## src/rtl/bp_pkg.sv

```systemverilog
// rtl/bp_pkg.sv - shared defaults and saturating-counter helpers for the gshare predictor
package bp_pkg;
  localparam int INDEX_BITS_DEF = 7;
  localparam int CTR_BITS_DEF   = 2;
  localparam int HIST_BITS_DEF  = 7;
  localparam int CTR_MAX_BITS   = 4;

  typedef logic [CTR_BITS_DEF-1:0] ctr_t;

  // Helpers work on the widest legal counter; callers pass their real width in bits.
  function automatic logic [CTR_MAX_BITS-1:0] ctr_next(input logic [CTR_MAX_BITS-1:0] c,
                                                       input logic taken, input int bits);
    logic [CTR_MAX_BITS-1:0] max_v;
    max_v = CTR_MAX_BITS'((32'd1 << bits) - 32'd1);
    if (taken) return (c == max_v) ? c : c + 1'b1;
    else       return (c == '0) ? c : c - 1'b1;
  endfunction

  function automatic logic [CTR_MAX_BITS-1:0] ctr_init(input int bits);
    return CTR_MAX_BITS'((32'd1 << (bits - 1)) - 32'd1);
  endfunction
endpackage

```

## src/rtl/gshare_pht_if.sv

```systemverilog
// rtl/gshare_pht_if.sv - lookup/prediction/update bundle between fetch, branch unit and PHT
interface gshare_pht_if #(
  parameter int HIST_BITS = 7
);
  // A zero-length history still needs a 1-bit carrier; the PHT ties it to zero.
  localparam int HW = (HIST_BITS > 0) ? HIST_BITS : 1;

  logic          lookup_valid;
  logic [31:0]   lookup_pc;
  logic          pred_valid;
  logic          pred_taken;
  logic [HW-1:0] pred_hist;
  logic          update_valid;
  logic [31:0]   update_pc;
  logic [HW-1:0] update_hist;
  logic          update_taken;
  logic [HW-1:0] ghr;

  modport master (
    output lookup_valid, lookup_pc, update_valid, update_pc, update_hist, update_taken,
    input  pred_valid, pred_taken, pred_hist, ghr
  );
  modport slave (
    input  lookup_valid, lookup_pc, update_valid, update_pc, update_hist, update_taken,
    output pred_valid, pred_taken, pred_hist, ghr
  );
endinterface

```

## src/rtl/sat_counter.sv

```systemverilog
// rtl/sat_counter.sv - one saturating prediction counter with async reset to weakly not-taken
module sat_counter
  import bp_pkg::*;
#(
  parameter int CTR_BITS = CTR_BITS_DEF
) (
  input  logic                clk,
  input  logic                rst_n,
  input  logic                load,
  input  logic                outcome,
  output logic [CTR_BITS-1:0] value,
  output logic                predict
);
  logic [CTR_BITS-1:0] value_q, value_d;

  always_comb begin
    value_d = value_q;
    if (load) value_d = CTR_BITS'(ctr_next(CTR_MAX_BITS'(value_q), outcome, CTR_BITS));
  end

  always_ff @(posedge clk or negedge rst_n) begin
    if (!rst_n) value_q <= CTR_BITS'(ctr_init(CTR_BITS));
    else        value_q <= value_d;
  end

  assign value   = value_q;
  assign predict = value_q[CTR_BITS-1];
endmodule

```

## src/rtl/gshare_pht.sv

```systemverilog
// rtl/gshare_pht.sv - gshare pattern history table: PC^GHR indexed counters, registered prediction
module gshare_pht
  import bp_pkg::*;
#(
  parameter int INDEX_BITS = INDEX_BITS_DEF,
  parameter int CTR_BITS   = CTR_BITS_DEF,
  parameter int HIST_BITS  = HIST_BITS_DEF
) (
  input  logic         clk,
  input  logic         rst_n,
  gshare_pht_if.slave  bus
);
  localparam int HW      = (HIST_BITS > 0) ? HIST_BITS : 1;
  localparam int ENTRIES = 1 << INDEX_BITS;

  logic [INDEX_BITS-1:0] hist_l, hist_u, lookup_idx, update_idx;
  logic [HW-1:0]         ghr_q, ghr_d, pred_hist_q, pred_hist_d;
  logic                  pred_valid_q, pred_valid_d, pred_taken_q, pred_taken_d;
  logic                  bypass, bypass_taken;
  logic [CTR_BITS-1:0]   ctr_val [ENTRIES];
  logic [ENTRIES-1:0]    ctr_pred, ctr_load;
  logic                  unused_bits;

  if (HIST_BITS > 0) begin : g_hist
    assign hist_l = INDEX_BITS'(ghr_q);
    assign hist_u = INDEX_BITS'(bus.update_hist);
  end else begin : g_nohist
    assign hist_l = '0;
    assign hist_u = '0;
  end

  assign lookup_idx  = bus.lookup_pc[INDEX_BITS+1:2] ^ hist_l;
  assign update_idx  = bus.update_pc[INDEX_BITS+1:2] ^ hist_u;
  assign unused_bits = ^{bus.lookup_pc[31:INDEX_BITS+2], bus.lookup_pc[1:0],
                         bus.update_pc[31:INDEX_BITS+2], bus.update_pc[1:0], bus.update_hist};

  for (genvar i = 0; i < ENTRIES; i++) begin : g_ent
    assign ctr_load[i] = bus.update_valid && (update_idx == INDEX_BITS'(i));
    sat_counter #(.CTR_BITS(CTR_BITS)) u_ctr (
      .clk     (clk),
      .rst_n   (rst_n),
      .load    (ctr_load[i]),
      .outcome (bus.update_taken),
      .value   (ctr_val[i]),
      .predict (ctr_pred[i])
    );
  end

  always_comb begin
    ghr_d        = ghr_q;
    pred_valid_d = bus.lookup_valid;
    pred_taken_d = pred_taken_q;
    pred_hist_d  = pred_hist_q;
    bypass       = bus.update_valid && (update_idx == lookup_idx);
    // Post-update counter is above the init value exactly when its MSB is set.
    bypass_taken = ctr_next(CTR_MAX_BITS'(ctr_val[update_idx]), bus.update_taken, CTR_BITS)
                   > ctr_init(CTR_BITS);
    if (bus.update_valid && (HIST_BITS > 0)) ghr_d = HW'({ghr_q, bus.update_taken});
    if (bus.lookup_valid) begin
      pred_taken_d = bypass ? bypass_taken : ctr_pred[lookup_idx];
      pred_hist_d  = ghr_q;
    end
  end

  always_ff @(posedge clk or negedge rst_n) begin
    if (!rst_n) begin
      ghr_q        <= '0;
      pred_valid_q <= 1'b0;
      pred_taken_q <= 1'b0;
      pred_hist_q  <= '0;
    end else begin
      ghr_q        <= ghr_d;
      pred_valid_q <= pred_valid_d;
      pred_taken_q <= pred_taken_d;
      pred_hist_q  <= pred_hist_d;
    end
  end

  assign bus.pred_valid = pred_valid_q;
  assign bus.pred_taken = pred_taken_q;
  assign bus.pred_hist  = pred_hist_q;
  assign bus.ghr        = ghr_q;
endmodule

```

## src/flat_wrapper.sv

```systemverilog
// flat-port wrapper written by rule: the top's interface ports become plain ports
module gshare_pht_flat import bp_pkg::*;
#(
  parameter int INDEX_BITS = INDEX_BITS_DEF,
  parameter int CTR_BITS   = CTR_BITS_DEF,
  parameter int HIST_BITS  = HIST_BITS_DEF
)
  (clk, rst_n, bus_lookup_valid, bus_lookup_pc, bus_update_valid, bus_update_pc, bus_update_hist, bus_update_taken, bus_pred_valid, bus_pred_taken, bus_pred_hist, bus_ghr);
  gshare_pht_if #(.HIST_BITS(HIST_BITS)) bus_i ();
  input  logic clk;
  input  logic rst_n;
  input wire logic [$bits(bus_i.lookup_valid)-1:0] bus_lookup_valid;
  input wire logic [$bits(bus_i.lookup_pc)-1:0] bus_lookup_pc;
  input wire logic [$bits(bus_i.update_valid)-1:0] bus_update_valid;
  input wire logic [$bits(bus_i.update_pc)-1:0] bus_update_pc;
  input wire logic [$bits(bus_i.update_hist)-1:0] bus_update_hist;
  input wire logic [$bits(bus_i.update_taken)-1:0] bus_update_taken;
  output wire logic [$bits(bus_i.pred_valid)-1:0] bus_pred_valid;
  output wire logic [$bits(bus_i.pred_taken)-1:0] bus_pred_taken;
  output wire logic [$bits(bus_i.pred_hist)-1:0] bus_pred_hist;
  output wire logic [$bits(bus_i.ghr)-1:0] bus_ghr;
  assign bus_i.lookup_valid = bus_lookup_valid;
  assign bus_i.lookup_pc = bus_lookup_pc;
  assign bus_i.update_valid = bus_update_valid;
  assign bus_i.update_pc = bus_update_pc;
  assign bus_i.update_hist = bus_update_hist;
  assign bus_i.update_taken = bus_update_taken;
  assign bus_pred_valid = bus_i.pred_valid;
  assign bus_pred_taken = bus_i.pred_taken;
  assign bus_pred_hist = bus_i.pred_hist;
  assign bus_ghr = bus_i.ghr;
  gshare_pht #(.INDEX_BITS(INDEX_BITS), .CTR_BITS(CTR_BITS), .HIST_BITS(HIST_BITS)) u_core (.clk(clk), .rst_n(rst_n), .bus(bus_i));
endmodule
```

## config.mk

```make
export PLATFORM = sky130hd
export DESIGN_NAME = gshare_pht_flat
export DESIGN_NICKNAME = d
export VERILOG_FILES = /design/src/rtl/bp_pkg.sv /design/src/rtl/gshare_pht_if.sv /design/src/rtl/sat_counter.sv /design/src/rtl/gshare_pht.sv /design/src/flat_wrapper.sv
export SDC_FILE = /design/constraint.sdc
export NUM_CORES = 1
export LEC_CHECK = 0
export CAP_MARGIN = 20
export CORE_AREA = 2 2 200 182
export DETAILED_ROUTE_END_ITERATION = 7
export DIE_AREA = 0 0 202 184
export GPL_TIMING_DRIVEN = 0
export HOLD_SLACK_MARGIN = 0.02
export PLACE_DENSITY = 0.76
export SETUP_SLACK_MARGIN = 0.15
export SLEW_MARGIN = 40
export SYNTH_ARGS = -nofsm -noshare
export SYNTH_HDL_FRONTEND = slang
export SYNTH_SLANG_ARGS = --single-unit
```

## constraint.sdc

```tcl
create_clock -name clk -period 4.2 [get_ports clk]
set_clock_uncertainty 0.2 [all_clocks]
set_input_delay 0.42 -clock clk [delete_from_list [all_inputs] [get_ports clk]]
set_output_delay 0.42 -clock clk [all_outputs]
set_load 0.01 [all_outputs]
```

# Word-level counts from Yosys, hierarchy flattened

Index checks and enable logic that the tools add are counted.

Register bits: 272
Input port bits: 76
Output and inout bits: 16
Logic and storage cells: 1,689

Add/sub/neg operators: 258
Order comparisons: 3
Eq/ne operators: 513
Muxes and demuxes: 393
Bitwise logic cells: 3
Reductions and logical operators: 387

Operator list:

| operator                                                   | count |
|---|---|
| two-way mux 2 bit                                          | 386 |
| != test 2 bit, second input constant                       | 256 |
| == test 7 bit, second input constant                       | 64 |
| AND reduction 3 bit                                        | 128 |
| == test 2 bit, second input constant                       | 129 |
| logical NOT 2 bit                                          | 129 |
| adder 2 x 1 -> 2 bit, second input constant                | 128 |
| subtractor 2 x 1 -> 2 bit, second input constant           | 128 |
| == test 7 x 6 -> 1 bit, second input constant              | 32 |
| logical AND 1 bit                                          | 129 |
| == test 7 x 5 -> 1 bit, second input constant              | 16 |
| == test 7 x 4 -> 1 bit, second input constant              | 8 |
| == test 7 x 3 -> 1 bit, second input constant              | 4 |
| binary-select mux 2 bit (select 7 bit)                     | 1 |
| == test 7 x 2 -> 1 bit, second input constant              | 2 |
| bitwise XOR 7 bit                                          | 2 |
| two-way mux 4 bit                                          | 3 |
| >= comparator 8 bit, second input constant                 | 1 |
| less-than comparator 7 x 8 -> 1 bit, second input constant | 1 |
| NOT 7 -> 8 bit                                             | 1 |
| binary-select mux 1 bit (select 7 bit)                     | 1 |
| == test 7 x 1 -> 1 bit, second input constant              | 1 |
| == test 7 bit                                              | 1 |
| logical NOT 7 bit                                          | 1 |
| 4 further kinds                                            | 5 |

# Longest topological paths before layout

Gate-level depths: netlist of the first run.

Word-level depth: 10
Depth in mapped cells: 11
Depth with buffers taken out: 8

# Modules after synthesis

Synthesis of the first run repeated with hierarchy kept, for this count alone.

Cell total of the unflattened synthesis: 1,743
Area total of the unflattened synthesis: 18,018.5 um^2

Modules (own cells, without submodules):

| module      | times used | cells an instance | area an instance (um^2) | sequential area each (um^2) |
|---|---|---|---|---|
| sat_counter | 128        | 9                 | 103.8                   | 51.3 |
| gshare_pht  | 1          | 591               | 4,725.8                 | 400.4 |

# Worst setup path before layout of the first run

Ideal clock, no wire load.

Kind: in2reg
Start: in bus_update_hist[0]
End: reg u_core.pred_taken_q, in the netlist u_core.bus.pred_taken
Setup time: 0.140 ns
Arrival time: 2.461 ns
Required time: 3.860 ns
Slack: 1.399 ns
Cell stages on the path: 8
Buffers on the path: 0
Cell sequence: xnor2_2 -> mux4_2 -> o211ai_1 -> a21oi_1 -> or4_1 -> o32ai_1 -> maj3_2 -> a221oi_2

Word-level cells in the longest chain between the ends: 10
Elaborated cells between the ends (all ways): 16
Classes of those cells: add/sub: 2; order compare: 1; eq/ne: 2; mux: 7; bitwise: 2; reduce/logical: 2

RTL lines:

| item                                                    | line                       | text |
|---|---|---|
| from (decl)                                             | flat_wrapper.sv:16         | `input wire logic [$bits(bus_i.update_hist)-1:0] bus_update_hist;` |
| bitwise XOR 7 bit *                                     | gshare_pht.sv:33           | `assign update_idx = bus.update_pc[INDEX_BITS+1:2] ^ hist_u;` |
| NOT 7 -> 8 bit (implied by the code)                    | gshare_pht.sv:56           | `bypass_taken = ctr_next(CTR_MAX_BITS'(ctr_val[update_idx]), bus.update_taken, CTR_BITS)` |
| binary-select mux 2 bit (select 7 bit)                  | gshare_pht.sv:56           |  |
| two-way mux 2 bit (implied by the code) (2 in series)   | gshare_pht.sv:56           |  |
| subtractor 2 x 1 -> 3 bit, or another cell as far along | bp_pkg.sv:16               | `else return (c == '0) ? c : c - 1'b1;` |
| two-way mux 4 bit (on tied branches)                    | bp_pkg.sv:16, bp_pkg.sv:15 |  |
| two-way mux 4 bit                                       | bp_pkg.sv:15               | `if (taken) return (c == max_v) ? c : c + 1'b1;` |
| > comparator 4 x 1 -> 1 bit                             | gshare_pht.sv:57           | `> ctr_init(CTR_BITS);` |
| two-way mux 1 bit *                                     | gshare_pht.sv:60           | `pred_taken_d = bypass ? bypass_taken : ctr_pred[lookup_idx];` |
| to (signal assigned)                                    | gshare_pht.sv:74           | `pred_taken_q <= pred_taken_d;` |
| to (decl)                                               | gshare_pht.sv:18           | `logic pred_valid_q, pred_valid_d, pred_taken_q, pred_taken_d;` |

Every way passes the cells marked *; elsewhere a longest branch is shown, timed or not. The select of a mux whose other input is x is not followed.
A chain may end at the register's enable or synchronous reset.

# Final worst setup path of the first run

Start: in bus_update_hist[0]
End: reg u_core.g_ent[28].u_ctr.value_q[0]

Word-level cells in the longest chain between the ends: 4

RTL lines:

| item                                 | line              | text |
|---|---|---|
| bitwise XOR 7 bit                    | gshare_pht.sv:33  |  |
| == test 7 x 5 -> 1 bit               | gshare_pht.sv:38  | `assign ctr_load[i] = bus.update_valid && (update_idx == INDEX_BITS'(i));` |
| logical AND 1 bit                    | gshare_pht.sv:38  |  |
| AND reduction 3 bit (no source line) | -                 |  |
| to (signal assigned)                 | sat_counter.sv:22 | `if (!rst_n) value_q <= CTR_BITS'(ctr_init(CTR_BITS));` |
| to (signal assigned)                 | sat_counter.sv:23 | `else value_q <= value_d;` |
| to (decl)                            | sat_counter.sv:14 | `logic [CTR_BITS-1:0] value_q, value_d;` |

Every way passes these cells.

==> impl_metrics.csv, run 1 <==
group,metric,value,unit
power_and_ir_drop,power.leakage,6.77,nW
floorplan,die_y,184,µm
sta,setup_viol,0,
synth,synth_seq_cells,272,
critical_path,cp.required,4.49,ns
finish,synthToLayoutAreaGrowth,13.6,%
drt,via_per_inst,7.02,
finish,layout_common_cells,"316 x o21ai_0, 310 x nor2_1, 287 x nand2_1",
sta,slew_headroom,30.2,%
synth,synth-main-ff-cell,"dfrtp_1",
clock_tree,insertion_delay,0.59,ns
critical_path,crit_chain,"clkdlybuf4s50_1 > xor2_4 > buf_6 > buf_12 > buf_12 > nor2_1 > nand2_1 > clkbuf_2 > nor2_1 > nand3b_1 > o21ai_0 > a21oi_1",
synth,synth_edf_count,0,
global_route,grt_pass1_wl,107,mm
floorplan,io_pins,92,
critical_path,critPathSlowestCell,"clkdlybuf4s50_1",
critical_path,reg2reg_from,"u_core.bus.ghr[1]",
critical_path,crit_family,"buffers and inverters",
clock_tree,cts_tree,"built",
clock_tree,cts_buffers,31,
synth,synthArstFlopShare,100,%
place,gp_congestion,1.08,
critical_path,path_buf_inv,5,
floorplan,rows,65,
sta,fmax,243,MHz
sta,fin_ws,0.0911,ns
synth,synth_seq_area_share,40.3,%
place,place_ws,-0.413,ns
sta,period_needed,4.11,ns
finish,fin_util,56.3,%
power_and_ir_drop,ir_worst_vdd,305,µV
finish,fill_cells,3011,
critical_path,r2r_cells,10,
status,status,"complete, but fails checks",
sta,setup_tns,0,ns
global_route,grt_max_degree,72,
critical_path,max_stage_delay,0.68,ns
power_and_ir_drop,power_density,413,nW/µm²
drt,drt_pass1_iterations,8,
synth,synth_top_area_share,20.8,%
floorplan,die_w,202,µm
global_route,antenna_found_initial,2,
clock_tree,clock_sinks,272,
sta,post-route-period-util,97.8,%
sta,grt_setup_unrepaired,"false",
drt,drt-wirelength-per-cell,28.7,µm
synth,synthTopCellsByArea,"dfrtp_1 21%, dfstp_2 19%, o21ai_0 9.1%",
global_route,grt.overflow.total,0,
clock_tree,clk_path_buf_depth,3,
drt,post-route-drc-count,21,
synth,avgSynthCellArea,8.50,µm²
finish,drive_gt1_share,15.7,%
hold_path,hold_class,"in2async",
critical_path,crit_type,"in2reg",
drt,ant_nets,0,
drt,vias,18293,
critical_path,start_kind,"input port",
synth,syn_area,17300,µm²
critical_path,cp_max_fo,11,
synth,yosys.area.top_type,"dfrtp_1",
sta,drv_slew,0,
place,io_buffers,40,
place,placed_area,18500,µm²
drt,drt-initial-drc-count,2812,
sta,tightest_slew,1.05,ns
clock_tree,cts_root_buf,"clkbuf_16",
synth,yosysWarningCount,0,
critical_path,r2r_end,"u_core.bus.pred_taken",
floorplan,initial_core_util,49.5,%
drt,wl,74.8,mm
job,cap_viol_max_count,0,
clock_tree,clk_pin_slew_worst_paths,0.06,ns
sta,hold_viol_final,0,
critical_path,reg2reg_setup_slack,0.24,ns
global_route,grt_use_total,39.7,%
clock_tree,postCtsSetupBuffers,0,
place,dpl.hpwl,50.8,mm
synth,syn_nets,2110,
floorplan,dieArea,37200,µm²
finish,finalInstanceArea,19600,µm²
clock_tree,cts-htree-levels,1,
global_route,grt_pass1_vias,16082,
critical_path,crit_arrival,4.40,ns
power_and_ir_drop,total_power,8.12,mW
synth,ys_types,61,
status,violations,"DRC",
floorplan,coreArea,34900,µm²
synth,synth_cells,2034,
finish,fin_nets,2188,
critical_path,end_kind,"register",
finish,final_common_cell,"o21ai_0",
sequential cells by signal, indices dropped and copies added, names as in the netlist:
| name | cells |
|---|---|
| u_core.g_ent.u_ctr.value | 256 |
| u_core.bus.pred_valid | 1 |
| u_core.bus.pred_hist | 7 |
| u_core.bus.pred_taken | 1 |
| u_core.bus.ghr | 7 |
cells in the mapped netlist (all sizes together), types with 21 or more instances:
master and number:
a211oi 67, a21oi 279, buf 27, clkbuf 83, dfrtp 144, dfstp 128, mux4 62, nand2 290
nand3b 39, nor2 312, nor3b 21, o21ai 316, o31ai 106
final cells by class:
type / count / area (µm²) / area share [%]
Multi-Input combinational cell: 1651 / 9860 / 50.2
Sequential cell: 272 / 6970 / 35.5
Clock buffer: 45 / 938 / 4.78
Buffer: 110 / 606 / 3.08
Tap cell: 469 / 587 / 2.99
Timing Repair Buffer: 45 / 518 / 2.64
Clock inverter: 11 / 158 / 0.803
Antenna cell: 2 / 5.00 / 0.0255
Inverter: 1 / 3.75 / 0.0191
timing repair:
item / 4_1_cts / 5_1_grt
hold endpoints to repair: 100 / 0
endpoints found under the setup margin: 0 / 17
hold buffers: 1 / 0
gates resized for setup: 0 / 13
through the flow:
stage	cells	hold WS, ns
6_report	2606	0.0952
5_1_grt	2604	0.120
4_1_cts	2604	0.107
3_5_place_dp	2547	0.108
3_3_place_gp	2543	0.290
2_1_floorplan	2034	-0.0756
cell families (layout without fill, tap and decap cells):
| logic type | count (synthesis) | after routing | share of synthesized area (%) |
|---|---|---|---|
| DFF | 272 | 272 | 40.3 |
| and+or+nand+nor | 730 | 730 | 18.1 |
| muxes | 81 | 81 | 9.76 |
| AOI/OAI and AO/OA | 808 | 808 | 26.7 |
| buffers and inverters | 111 | 212 | 3.29 |
| xor gates and xnor gates | 31 | 31 | 1.81 |
| adders and majority gates | 1 | 1 | 0.0651 |
| other | 0 | 2 | 0 |
per-layer routing:
metal	track usage (%)	share of wire (%)	vias up
met3	16.6	17	374
li1	-	-	7668
met2	54.5	40	1510
met4	26.8	8.3	0
met1	51.0	36	8741
met5	0	0	-
power by group:
group	internal [mW]	switching, mW	total [mW]	leakage, nW
Combinational	0.680	1.28	1.96	3.58
Clock	1.78	1.17	2.94	0.545
Sequential	2.92	0.286	3.21	2.64
how the worst max path moves through the flow:
stage                     cells after the start               start                          endpoint  slack, ns
after floorplan                               8  bus_update_hist[0]             u_core.bus.pred_taken       1.40
after global placement                        1               rst_n  u_core.g_ent[102].u_ctr.value[1]      -9.52
after detailed placement                     12  bus_update_hist[1]   u_core.g_ent[50].u_ctr.value[0]      -0.41
after CTS                                    12  bus_update_hist[1]   u_core.g_ent[50].u_ctr.value[0]       0.17
after global routing                         12  bus_update_hist[0]   u_core.g_ent[28].u_ctr.value[0]       0.16
final                                        12  bus_update_hist[0]   u_core.g_ent[28].u_ctr.value[0]       0.09
Note: power is estimated with default switching activity, not from simulation.
==> run 2, diff against run 1 <==
--- a/config.mk
+++ b/config.mk
@@ -12,6 +12,7 @@
 export GPL_TIMING_DRIVEN = 0
 export HOLD_SLACK_MARGIN = 0.02
 export PLACE_DENSITY = 0.76
+export RECOVER_POWER = 25
 export SETUP_SLACK_MARGIN = 0.15
 export SLEW_MARGIN = 40
 export SYNTH_ARGS = -nofsm -noshare
==> run 2 against run 1 <==
Against the previous run:
- the flow finishes with violations (DRC, capacitance limit, slew limit)
- global-route usage stayed put
- core utilization about the same
- total power about the same
- hold slack improved by 0.12 ns
- fmax down 0.57%
- largest power group unchanged
==> impl_metrics.csv, run 2 (synthesized netlist as in run 1, its figures left out) <==
group,metric,value,unit
clock_tree,insertion_delay,0.59,ns
drt,post-route-drc-count,18,
place,dpl.hpwl,50.8,mm
critical_path,r2r_end,"u_core.bus.pred_taken",
sta,tightest_slew,2.03,ns
sta,period_needed,4.13,ns
drt,vias,18252,
clock_tree,cts_root_buf,"clkbuf_16",
global_route,grt_use_total,39.7,%
critical_path,cp_max_fo,11,
clock_tree,clock_sinks,272,
critical_path,end_kind,"register",
floorplan,io_pins,92,
critical_path,max_stage_delay,0.68,ns
drt,ant_nets,0,
sta,whs,0.218,ns
critical_path,reg2reg_setup_slack,0.18,ns
clock_tree,clk_pin_slew_worst_paths,0.06,ns
power_and_ir_drop,power.leakage,6.76,nW
sta,slew_headroom,-35.2,%
critical_path,crit_chain,"clkdlybuf4s50_1 > xor2_4 > buf_6 > buf_12 > buf_12 > nor2_1 > nand2_1 > clkbuf_2 > nor2_1 > nand3b_1 > o21ai_0 > a21oi_1",
place,placed_area,18500,µm²
hold_path,hold_class,"in2reg",
floorplan,dieArea,37200,µm²
critical_path,crit_type,"in2reg",
drt,drt_pass1_iterations,8,
sta,post-route-period-util,98.4,%
floorplan,die_w,202,µm
sta,grt_setup_unrepaired,"false",
finish,layout_common_cells,"316 x o21ai_0, 310 x nor2_1, 287 x nand2_1",
place,dp.cells,2547,
global_route,antenna_found_initial,2,
power_and_ir_drop,total_power,8.12,mW
drt,drt-initial-drc-count,2970,
global_route,grt_max_degree,72,
drt,wl,74.7,mm
global_route,grt_pass1_wl,107,mm
finish,finalInstanceArea,19600,µm²
critical_path,r2r_cells,10,
finish,final_common_cell,"o21ai_0",
global_route,grt_pass1_vias,16082,
critical_path,start_kind,"input port",
status,violations,"DRC, capacitance limit, slew limit",
drt,drt-wirelength-per-cell,28.6,µm
floorplan,rows,65,
clock_tree,clk_path_buf_depth,3,
critical_path,critPathSlowestCell,"clkdlybuf4s50_1",
status,status,"complete, but fails checks",
clock_tree,cts_buffers,31,
clock_tree,cts-htree-levels,1,
finish,synthToLayoutAreaGrowth,13.6,%
floorplan,die_y,184,µm
sta,hold_viol_final,0,
critical_path,cp.required,4.49,ns
finish,stdcell_count,2608,
power_and_ir_drop,ir_worst_vdd,306,µV
floorplan,initial_core_util,49.5,%
sta,drv_slew,31,
sta,fmax,242,MHz
finish,drive_gt1_share,15.6,%
finish,fin_nets,2188,
floorplan,coreArea,34900,µm²
hold_path,hold_start,"bus_lookup_valid",
place,gp_congestion,1.08,
place,io_buffers,40,
critical_path,crit_arrival,4.42,ns
global_route,grt.overflow.total,0,
finish,largest_register_ffs,256,
power_and_ir_drop,power_density,413,nW/µm²
sta,setup_viol,0,
critical_path,crit_start,"bus_update_hist[0]",
finish,fin_util,56.3,%
job,cap_viol_max_count,1,
critical_path,crit_end,"u_core.g_ent[28].u_ctr.value[0]",
drt,via_per_inst,7.00,
critical_path,reg2reg_from,"u_core.bus.ghr[1]",
clock_tree,cts_tree,"built",
## run 2: cell types whose count changed in the layout (fill, tap and decap cells not counted)
cell | before | now
clkbuf_1 | 50 | 51
clkdlybuf4s50_1 | 39 | 38
diode_2 | 2 | 4
dlygate4sd3_1 | 1 | 2
buf_8 | 3 | 2
## run 2: report_power, final
group / total, mW / leakage, nW / switching [mW] / internal (mW)
Sequential: 3.21 / 2.64 / 0.285 / 2.92
Combinational: 1.96 / 3.57 / 1.28 / 0.679
Clock: 2.95 / 0.545 / 1.17 / 1.78
Total: 8.12 / 6.76 / 2.73 / 5.38
## run 2: critical path: cells and delay by family
kind	cells	cell delay, ns
buffers and inverters	5	1.81
and+or+nand+nor	4	1.67
xor gates and xnor gates	1	0.32
AOI/OAI and AO/OA	2	0.15
## run 2: worst min path at each step
stage | end | slack (ns) | depth (start not counted)
2_1_floorplan | u_core.bus.ghr[0] | -0.08 | 0
3_3_place_gp | u_core.bus.pred_hist[6] | 0.29 | 1
3_5_place_dp | u_core.g_ent[28].u_ctr.value[1] | 0.11 | 1
4_1_cts | u_core.g_ent[88].u_ctr.value[1] | 0.11 | 2
5_1_grt | u_core.bus.pred_valid | 0.24 | 1
6_report | u_core.bus.pred_valid | 0.22 | 1
## run 2: metrics by stage
stage	TNS, ns	setup WS, ns
after floorplan	0	1.40
final	0	0.0674
after detailed placement	-11.90	-0.413
after global placement	-2154.85	-9.52
after global routing	0	0.156
after CTS	0	0.174
## run 2: timing repair
action,4_1_cts,5_1_grt
endpoints found under the setup margin,0,17
resized for setup,0,13
endpoints found under the hold margin,100,0
setup buffers,0,0
hold buffers,1,0
## run 2: layout make-up
type,count,area [µm²]
fill,3012,15300
clock inverter,11,158
timing repair buffer,45,507
buffer,110,606
sequential,272,6970
tap,469,587
antenna,4,10.0
clock buffer,45,938
inverter,1,3.75
multi-input combinational,1651,9860
## run 2: routing by layer
metal	GRT usage [%]	wire (µm)
met5	0	0
met4	26.8	6250
met3	16.6	12200
met2	54.5	29600
met1	51.0	26600
==> edit, RTL diff (flow settings as in run 1) <==
Change the package constant `CTR_MAX_BITS` from 4 to 6.
--- a/src/rtl/bp_pkg.sv
+++ b/src/rtl/bp_pkg.sv
@@ -5,3 +5,3 @@
   localparam int HIST_BITS_DEF  = 7;
-  localparam int CTR_MAX_BITS   = 4;
+  localparam int CTR_MAX_BITS   = 6;
 
Check against the original RTL: not settled (the Yosys comparison gave no result); the edit may change what the design does.
==> edit against run 1 <==
Non-clock buffer count is 4 lower; synthesized cell count increased by 0.39%; sequential cell count stayed put; die area unchanged; design area is 0.73% higher; synthesized area is 0.77% higher; total power shrank 1.5%; maximum frequency up 1.3%; global-route usage grew 3.0 points; setup slack gained 52 ps; routed wire length rose by 6.4%; critical path type unchanged; largest power group unchanged.
==> edit: results (changes against run 1) <==
stage;metric;value;unit;change
placed_design;gp_congestion;1.03;;-5.0%
detailed_routing;wl_per_cell;30.4;µm;+6.0%
detailed_routing;via_per_inst;6.97;;-0.75%
global_routing;use_met1;0.545;;+0.0345
critical_path;worst_ep_arrival_time;4380;ps;-20 ps
global_routing;grt_pass1_wl;114000;µm;+6.2%
global_routing;grt_pass1_vias;16900;;+4.9%
detailed_routing;met3_length;12500;µm;+1.2%
pwr;ir_drop;0.309;mV;+1.2%
detailed_routing;wl_met1;29000;µm;+8.6%
final_layout;n_antenna_cell;0;;-2
detailed_routing;vias;18200;;-0.41%
placed_design;place_ws;-689;ps;-276 ps
critical_path;critPathMaxFanout;10;;-1
final_layout;drive_gt1_frac;0.148;;-0.00919
final_layout;clock_buffers;42;;-6.7%
final_layout;clock_area_frac;0.0532;;-0.00262
detailed_routing;drt_iter0_drc;2997;;+6.6%
logic_synthesis;yosysSeqAreaShare;0.400;;-0.00310
logic_synthesis;synthTopCellsByCount;363 x nor2_1, 294 x o21ai_0, 276 x a21oi_1;;
final_layout;multi_input_area;10000;µm²;+1.5%
logic_synthesis;synth_cells;2042;;+0.39%
global_routing;met3_usage;0.176;;+0.0101
final_layout;inverters_excl_clock;6;;+5
logic_synthesis;syn-num-nets;2118;;+0.38%
detailed_routing;dr_wl_met2;32200;µm;+9.1%
pwr;leakage;6.95;nW;+2.8%
final_layout;num-nonclk-buffers;151;;-2.6%
global_routing;antenna_found_initial;4;;+2
detailed_routing;top_layer;met5;;
pwr;p_int;5.22;mW;-2.9%
final_layout;nNetsFinal;2198;;+0.46%
global_routing;grt.total_usage;0.428;;+0.0302
final_layout;fillers;3100;;+3.0%
final_layout;seq_share;0.352;;-0.00256
timing;maxSlewHeadroom;0.340;;+0.0387
final_layout;comb.multi_input.count;1661;;+0.61%
global_routing;grt_max_degree;75;;+4.2%
placed_design;dp_hpwl;55000;µm;+8.2%
status;outcome;completed;;
final_layout;buffer_area_frac;0.0578;;+0.000600
critical_path;slowest_delay;590;ps;-90 ps
## edit: path summary, 6_finish.rpt
check	start	to	slack, ps	depth (start not counted)
setup / recovery	bus_update_hist[0]	u_core.g_ent[70].u_ctr.value[0]	140	13
hold / removal	rst_n	u_core.g_ent[26].u_ctr.value[1]	50	2
setup reg to reg	u_core.bus.ghr[2]	u_core.bus.pred_taken	280	11
hold reg to reg	u_core.bus.pred_hist[6]	u_core.bus.pred_hist[6]	300	1
max in group asynchronous	rst_n	u_core.g_ent[97].u_ctr.value[0]	2710	4
min in group clk	bus_lookup_valid	u_core.bus.pred_valid	110	1
## edit: cell families (layout without fill, tap and decap cells)
family,count (synthesis),after routing,share of synthesized area
AND/OR/NAND/NOR,737,737,0.183
flip-flops,272,272,0.400
adder cells (fa/ha/maj),1,1,0.000646
buffers and inverters,109,213,0.0325
AO/OA/AOI/OAI,793,793,0.258
XOR/XNOR,30,30,0.0164
multiplexers,100,100,0.110
## edit: per-stage QoR
stage	setup TNS (ps)	power (mW)	hold slack, ps	cell area [µm²]
floorplan	0	4.09	-75.6	17400
global placement	-2183140	4.95	288	18400
detailed placement	-29790	5.01	73.4	18700
CTS	0	7.86	58.3	19700
global route	0	8.17	71.3	19800
finish	0	7.99	49.4	19800
## edit: power by group through the flow
stage          Sequential, mW  Combinational, mW  Clock (mW)
6_report                 3.16               1.94        2.89
2_1_floorplan            3.13              0.962           0
5_1_grt                  3.19               1.99        2.98
3_5_place_dp             3.19               1.82           0
3_3_place_gp             3.17               1.78           0
4_1_cts                  3.15               1.83        2.88
## edit: worst reg2reg max path, delay by kind of cell, from the launching register on
family	cells	cell delay, ps
flip-flops	1	430
AO/OA/AOI/OAI	6	1010
buffers and inverters	2	1080
XOR/XNOR	1	450
AND/OR/NAND/NOR	2	650
